$ cat src/rtl/multi_switch_filter_pkg.sv
// Shared timing constants and helpers for the switch conditioning block and
// any other block that needs the same sample timing.
package multi_switch_filter_pkg;

    // Board defaults: 100 MHz system clock, 500 Hz debounce sampling.
    localparam int DEF_CLK_HZ    = 100000000;
    localparam int DEF_SAMPLE_HZ = 500;

    // Ceiling log2; returns 0 for values of 0 or 1.
    function automatic int clog2(input int value);
        int r;
        r = 0;
        for (int i = 0; i < 32; i++) begin
            if ((64'd1 << i) < 64'(value)) begin
                r = i + 1;
            end
        end
        return r;
    endfunction

    // Register width able to hold 0..value-1, never narrower than one bit.
    function automatic int width_of(input int value);
        int w;
        w = clog2(value);
        return (w < 1) ? 1 : w;
    endfunction

    // Clocks per sample period.
    function automatic int calc_div(input int clk_hz, input int sample_hz);
        return clk_hz / sample_hz;
    endfunction

endpackage

$ cat src/rtl/multi_switch_filter_debounce_ch.sv
// One conditioned channel: two-flop synchroniser, consecutive-sample
// debounce counter, registered level and one-clock edge pulses.
module debounce_ch
    import multi_switch_filter_pkg::*;
#(
    parameter int STABLE_CNT = 4
) (
    input  logic clk,
    input  logic reset,
    input  logic tick,
    input  logic din,
    output logic dout,
    output logic rise,
    output logic fall
);

    localparam int CNT_W = width_of(STABLE_CNT);
    localparam logic [CNT_W-1:0] LAST_CNT = CNT_W'(STABLE_CNT - 1);

    logic             s1_r;
    logic             s2_r;
    logic [CNT_W-1:0] cnt_r;
    logic             out_r;
    logic             rise_r;
    logic             fall_r;

    logic [CNT_W-1:0] cnt_next_s;
    logic             out_next_s;
    logic             accept_s;

    // Next count/level: only sample ticks move state; a sample matching the
    // current level restarts the run, the last differing sample flips it.
    always_comb begin
        cnt_next_s = cnt_r;
        out_next_s = out_r;
        accept_s   = 1'b0;
        if (tick) begin
            if (s2_r == out_r) begin
                cnt_next_s = '0;
            end else if (cnt_r == LAST_CNT) begin
                cnt_next_s = '0;
                out_next_s = s2_r;
                accept_s   = 1'b1;
            end else begin
                cnt_next_s = cnt_r + CNT_W'(1);
            end
        end else begin
            cnt_next_s = cnt_r;
        end
    end

    // Bring the asynchronous pin into the clock domain.
    always_ff @(posedge clk or negedge reset) begin
        if (!reset) begin
            s1_r <= 1'b0;
            s2_r <= 1'b0;
        end else begin
            s1_r <= din;
            s2_r <= s1_r;
        end
    end

    // Debounce state plus pulses aligned with the first cycle of a new level.
    always_ff @(posedge clk or negedge reset) begin
        if (!reset) begin
            cnt_r  <= '0;
            out_r  <= 1'b0;
            rise_r <= 1'b0;
            fall_r <= 1'b0;
        end else begin
            cnt_r  <= cnt_next_s;
            out_r  <= out_next_s;
            rise_r <= accept_s & s2_r;
            fall_r <= accept_s & ~s2_r;
        end
    end

    assign dout = out_r;
    assign rise = rise_r;
    assign fall = fall_r;

endmodule

$ cat src/rtl/multi_switch_filter.sv
// N-channel switch/button conditioner: a shared prescaler produces the
// sample tick and each channel is debounced independently.
module multi_switch_filter
    import multi_switch_filter_pkg::*;
#(
    parameter int N_CH       = 8,
    parameter int CLK_HZ     = DEF_CLK_HZ,
    parameter int SAMPLE_HZ  = DEF_SAMPLE_HZ,
    parameter int STABLE_CNT = 4
) (
    input  logic            clk,
    input  logic            reset,
    input  logic [N_CH-1:0] sw_in,
    output logic [N_CH-1:0] sw_out,
    output logic [N_CH-1:0] rise_pulse,
    output logic [N_CH-1:0] fall_pulse,
    output logic            sample_tick
);

    localparam int DIV  = calc_div(CLK_HZ, SAMPLE_HZ);
    localparam int PW   = width_of(DIV);
    localparam logic [PW-1:0] LAST_PRE = PW'(DIV - 1);

    logic [PW-1:0] pre_cnt_r;
    logic [PW-1:0] pre_next_s;
    logic          tick_r;

    // Prescaler next value: count 0..DIV-1 and wrap.
    always_comb begin
        pre_next_s = pre_cnt_r;
        if (pre_cnt_r == LAST_PRE) begin
            pre_next_s = '0;
        end else begin
            pre_next_s = pre_cnt_r + PW'(1);
        end
    end

    // Prescaler and registered tick, high exactly while the count sits at DIV-1.
    always_ff @(posedge clk or negedge reset) begin
        if (!reset) begin
            pre_cnt_r <= '0;
            tick_r    <= 1'b0;
        end else begin
            pre_cnt_r <= pre_next_s;
            tick_r    <= (pre_next_s == LAST_PRE);
        end
    end

    assign sample_tick = tick_r;

    for (genvar g = 0; g < N_CH; g++) begin : g_ch
        debounce_ch #(
            .STABLE_CNT (STABLE_CNT)
        ) u_ch (
            .clk   (clk),
            .reset (reset),
            .tick  (tick_r),
            .din   (sw_in[g]),
            .dout  (sw_out[g]),
            .rise  (rise_pulse[g]),
            .fall  (fall_pulse[g])
        );
    end

endmodule
$ cat config.mk
export PLATFORM = sky130hd
export DESIGN_NAME = multi_switch_filter
export DESIGN_NICKNAME = d
export VERILOG_FILES = /design/src/rtl/multi_switch_filter_pkg.sv /design/src/rtl/multi_switch_filter_debounce_ch.sv /design/src/rtl/multi_switch_filter.sv
export SDC_FILE = /design/constraint.sdc
export NUM_CORES = 1
export LEC_CHECK = 0
export BUFFER_PORTS_ARGS = -buffer_cell sky130_fd_sc_hd__buf_2
export CAP_MARGIN = 20
export CORE_MARGIN = 3
export CORE_UTILIZATION = 44
export DETAILED_ROUTE_END_ITERATION = 12
export PLACE_DENSITY = 0.66
export RECOVER_POWER = 100
export SKIP_CTS_REPAIR_TIMING = 1
export SLEW_MARGIN = 20
export SYNTH_ARGS = -nofsm -noshare
export SYNTH_HDL_FRONTEND = slang
export SYNTH_SLANG_ARGS = --single-unit
$ cat constraint.sdc
create_clock -name clk -period 2.49 [get_ports clk]
set_input_delay 0.249 -clock clk [delete_from_list [all_inputs] [get_ports clk]]
set_output_delay 0.249 -clock clk [all_outputs]
set_load 0.01 [all_outputs]
==> impl_metrics.csv <==
group,metric,value,unit
outcome,status,"finished with violations",
outcome,violations,"max-capacitance violations, max-slew violations",
sta,tightestPinTransition,1.76,ns
power_and_ir_drop,sw_frac_of_total,21.3,%
drt,postRouteAntennaNets,0,
synthesis,syn_inst,282,
critical_path,ff2ff_path_depth,6,
layout,drive_gt1_share,12.2,%
synthesis,synthArstFlopShare,100,%
synthesis,synth.yosys.seq_area_share,57.9,%
synthesis,synth_area,3240,um2
worst_hold_path,holdPathStages,0,
synthesis,synth_cell_types,34,
power_and_ir_drop,power_density,617,nW/um2
sta,fin_ws,0.233,ns
global_route,antenna_found_initial,0,
critical_path,crit_path_end_kind,"flop",
critical_path,required,2.71,ns
critical_path,critPathKind,"reg -> reg",
clock_tree,cts_tree,"done",
sta,grt_setup_unrepaired,"false",
sta,fmax,0.443,GHz
global_route,overflow,0,
global_route,grt_max_degree,76,
worst_hold_path,hold_path_end,"g_ch[0].u_ch.s2_r",
drt,routed_wl,5.25,mm
power_and_ir_drop,ir_drop,0.247,mV
synthesis,yosys_warnings,0,
place,io_buffers,34,
sta,slew_headroom,-17.3,%
clock_tree,cts_buffer_depth,2,
floorplanning,placeableCoreArea,6980,um2
critical_path,r2r_slack,0.23,ns
floorplanning,die_height,91.8,um
layout,insertedDiodeCount,0,
drt,num_vias,1999,
drt,drtIter0Drc,54,
worst_hold_path,hold_class,"reg -> reg",
clock_tree,cts_made_buffers,9,
drt,dr.pass1.iters,4,
sta,clock_skew,0.00637,ns
synthesis,synth_edf_count,0,
place,post-dp-hpwl,3.51,mm
power_and_ir_drop,switchingPower,0.469,mW
worst_hold_path,min-delay-start,"g_ch[0].u_ch.s1_r",
critical_path,arrival,2.48,ns
clock_tree,htree_num_levels,3,
synthesis,synthTopCellsByCount,"dfrtp_1, nand2_1, buf_4, nor3b_1, xnor2_1",
layout,finalCoreUtilization,51.2,%
place,gp_congestion,0.841,
synthesis,postSynthAreaPerCell,11.5,um2
clock_tree,cts_root_buf,"clkbuf_8",
power_and_ir_drop,p_comb_share,2.2,%
global_route,grt_usage,13.3,%
floorplanning,die_area,8430,um2
drt,via_per_inst,4.90,
floorplanning,start_util,46.4,%
clock_tree,clock_latency,0.34,ns
floorplanning,fp-row-count,30,
layout,nets,326,
sta,setup_viol,0,
layout,syn2layout_area_growth,10.3,%
critical_path,critPathMaxFanout,8,
synthesis,synth-seq-cells,75,
floorplanning,die_x,91.8,um
global_route,grt_pass1_wl,8.87,mm
sta,tns,0,ns
synthesis,ys.flop_type,"dfrtp_1",
synthesis,synth_area_leader_cell,"dfrtp_1",
global_route,grt_pass1_vias,1927,
drt,wire_per_inst,12.9,um
power_and_ir_drop,leakage,1.57,nW
clock_tree,clk_pin_slew,0.07,ns
place,place_ws,0.299,ns
sta,period_share,90.6,%
sta,hold_viol_final,0,
power_and_ir_drop,pwr-share-seq,56.2,%
synthesis,yosysMostFrequentCell,"dfrtp_1",
drt,drc,0,
synthesis,syn_nets,301,
sta,drv_slew,76,
synthesis,synth.area.top_cells,"dfrtp_1, buf_4, mux2_2",
floorplanning,ioPinCount,35,
clock_tree,cts_sinks,75,
critical_path,critPathLaunchType,"flop",
synthesis,synth.top_cell.area_share,57.9,%
layout,fillers,642,
critical_path,crit-reg2reg-launch,"pre_cnt_r[6]",
job,max_cap_viol_count,1,
power_and_ir_drop,clkPwrFrac,41.6,%
power_and_ir_drop,p_int,1.74,mW
critical_path,r2r_end,"sample_tick",
sta,finalCriticalPeriod,2.26,ns
## worst max-delay path by stage
stage | slack (ns) | startpoint | depth (start not counted) | end
after global placement | 0.38 | pre_cnt_r[6] | 6 | sample_tick
after global routing | 0.15 | pre_cnt_r[6] | 4 | pre_cnt_r[11]
after detailed placement | 0.30 | pre_cnt_r[6] | 6 | sample_tick
final | 0.23 | pre_cnt_r[6] | 6 | sample_tick
after floorplan | 0.44 | pre_cnt_r[6] | 6 | sample_tick
after CTS | 0.29 | pre_cnt_r[6] | 6 | sample_tick
## through the flow
step           cell area (um2)  hold slack [ns]  std cells  total power, mW
2_1_floorplan             3240          -0.0466        282             1.27
3_3_place_gp              3340            0.332        384             1.31
3_5_place_dp              3340            0.336        384             1.31
4_1_cts                   3530         -0.00932        400             2.22
5_1_grt                   3570            0.363        408             2.29
6_report                  3570            0.349        408             2.21
## flip-flops by register name, summed over array words and instances, names as in the netlist
signal / cells
g_ch.u_ch.fall: 8
g_ch.u_ch.dout: 8
g_ch.u_ch.s1_r: 8
g_ch.u_ch.rise: 8
pre_cnt_r: 18
sample_tick: 1
g_ch.u_ch.s2_r: 8
g_ch.u_ch.cnt_r: 16
## power by group through the flow
stage	Sequential (mW)	Clock (mW)	Combinational [mW]
floorplan	1.26	0	0.0108
global placement	1.26	0	0.0426
detailed placement	1.26	0	0.0430
CTS	1.24	0.939	0.0432
global route	1.24	0.995	0.0580
finish	1.24	0.916	0.0495
## logic make-up (layout without fill, tap and decap cells)
group                    count (synthesis)  in the layout  synth area share (%)
AND/OR/NAND/NOR                         99             99                  16.3
flip-flops                              75             75                  57.9
buffers and inverters                   42             72                  7.65
AO/OA/AOI/OAI                           24             24                  4.67
XOR/XNOR                                19             19                  5.14
multiplexers                            14             14                  4.83
adder cells (fa/ha/maj)                  9              9                  3.48
## cells in the final DEF (no fill, tap or decap), drive strengths merged, types with 2 or more instances in the layout
master / n
dfrtp: 75
clkbuf: 38
nand2: 29
xnor2: 16
nor3b: 16
nor2: 15
inv: 13
mux2: 13
o22ai: 11
nor3: 9
ha: 9
dlygate4sd3: 8
buf: 8
nand3: 7
nand4: 6
o21ai: 5
nand2b: 3
xor2: 3
or3: 3
a21oi: 3
clkinv: 3
and2: 2
or4: 2
a21o: 2
nor4b: 2
## layer usage
| metal | vias to the layer above | wire length, um | GRT usage (%) | part of all wire, % |
|---|---|---|---|---|
| met2 | 29 | 2600 | 21.9 | 50 |
| li1 | 997 | - | - | - |
| met1 | 964 | 2360 | 16.1 | 45 |
| met4 | 0 | 74 | 5.94 | 1.4 |
| met3 | 9 | 207 | 3.77 | 3.9 |
| met5 | - | 0 | 0 | 0 |
## critical path, cell delays in order (launching register included)
cell	delay, ns
dfrtp_1	0.45
or4_1	0.52
or4_1	0.60
a21o_1	0.21
a21o_1	0.19
o2111ai_1	0.09
nor4b_1	0.08
## layout make-up
type | count | area, um2 | area share, %
Tap cell | 96 | 120 | 3.36
Clock buffer | 11 | 141 | 3.96
Sequential cell | 75 | 1880 | 52.5
Inverter | 13 | 48.8 | 1.37
Timing Repair Buffer | 43 | 223 | 6.23
Clock inverter | 5 | 52.6 | 1.47
Multi-Input combinational cell | 165 | 1110 | 31.1
Note: power is estimated with default switching activity, not from simulation.
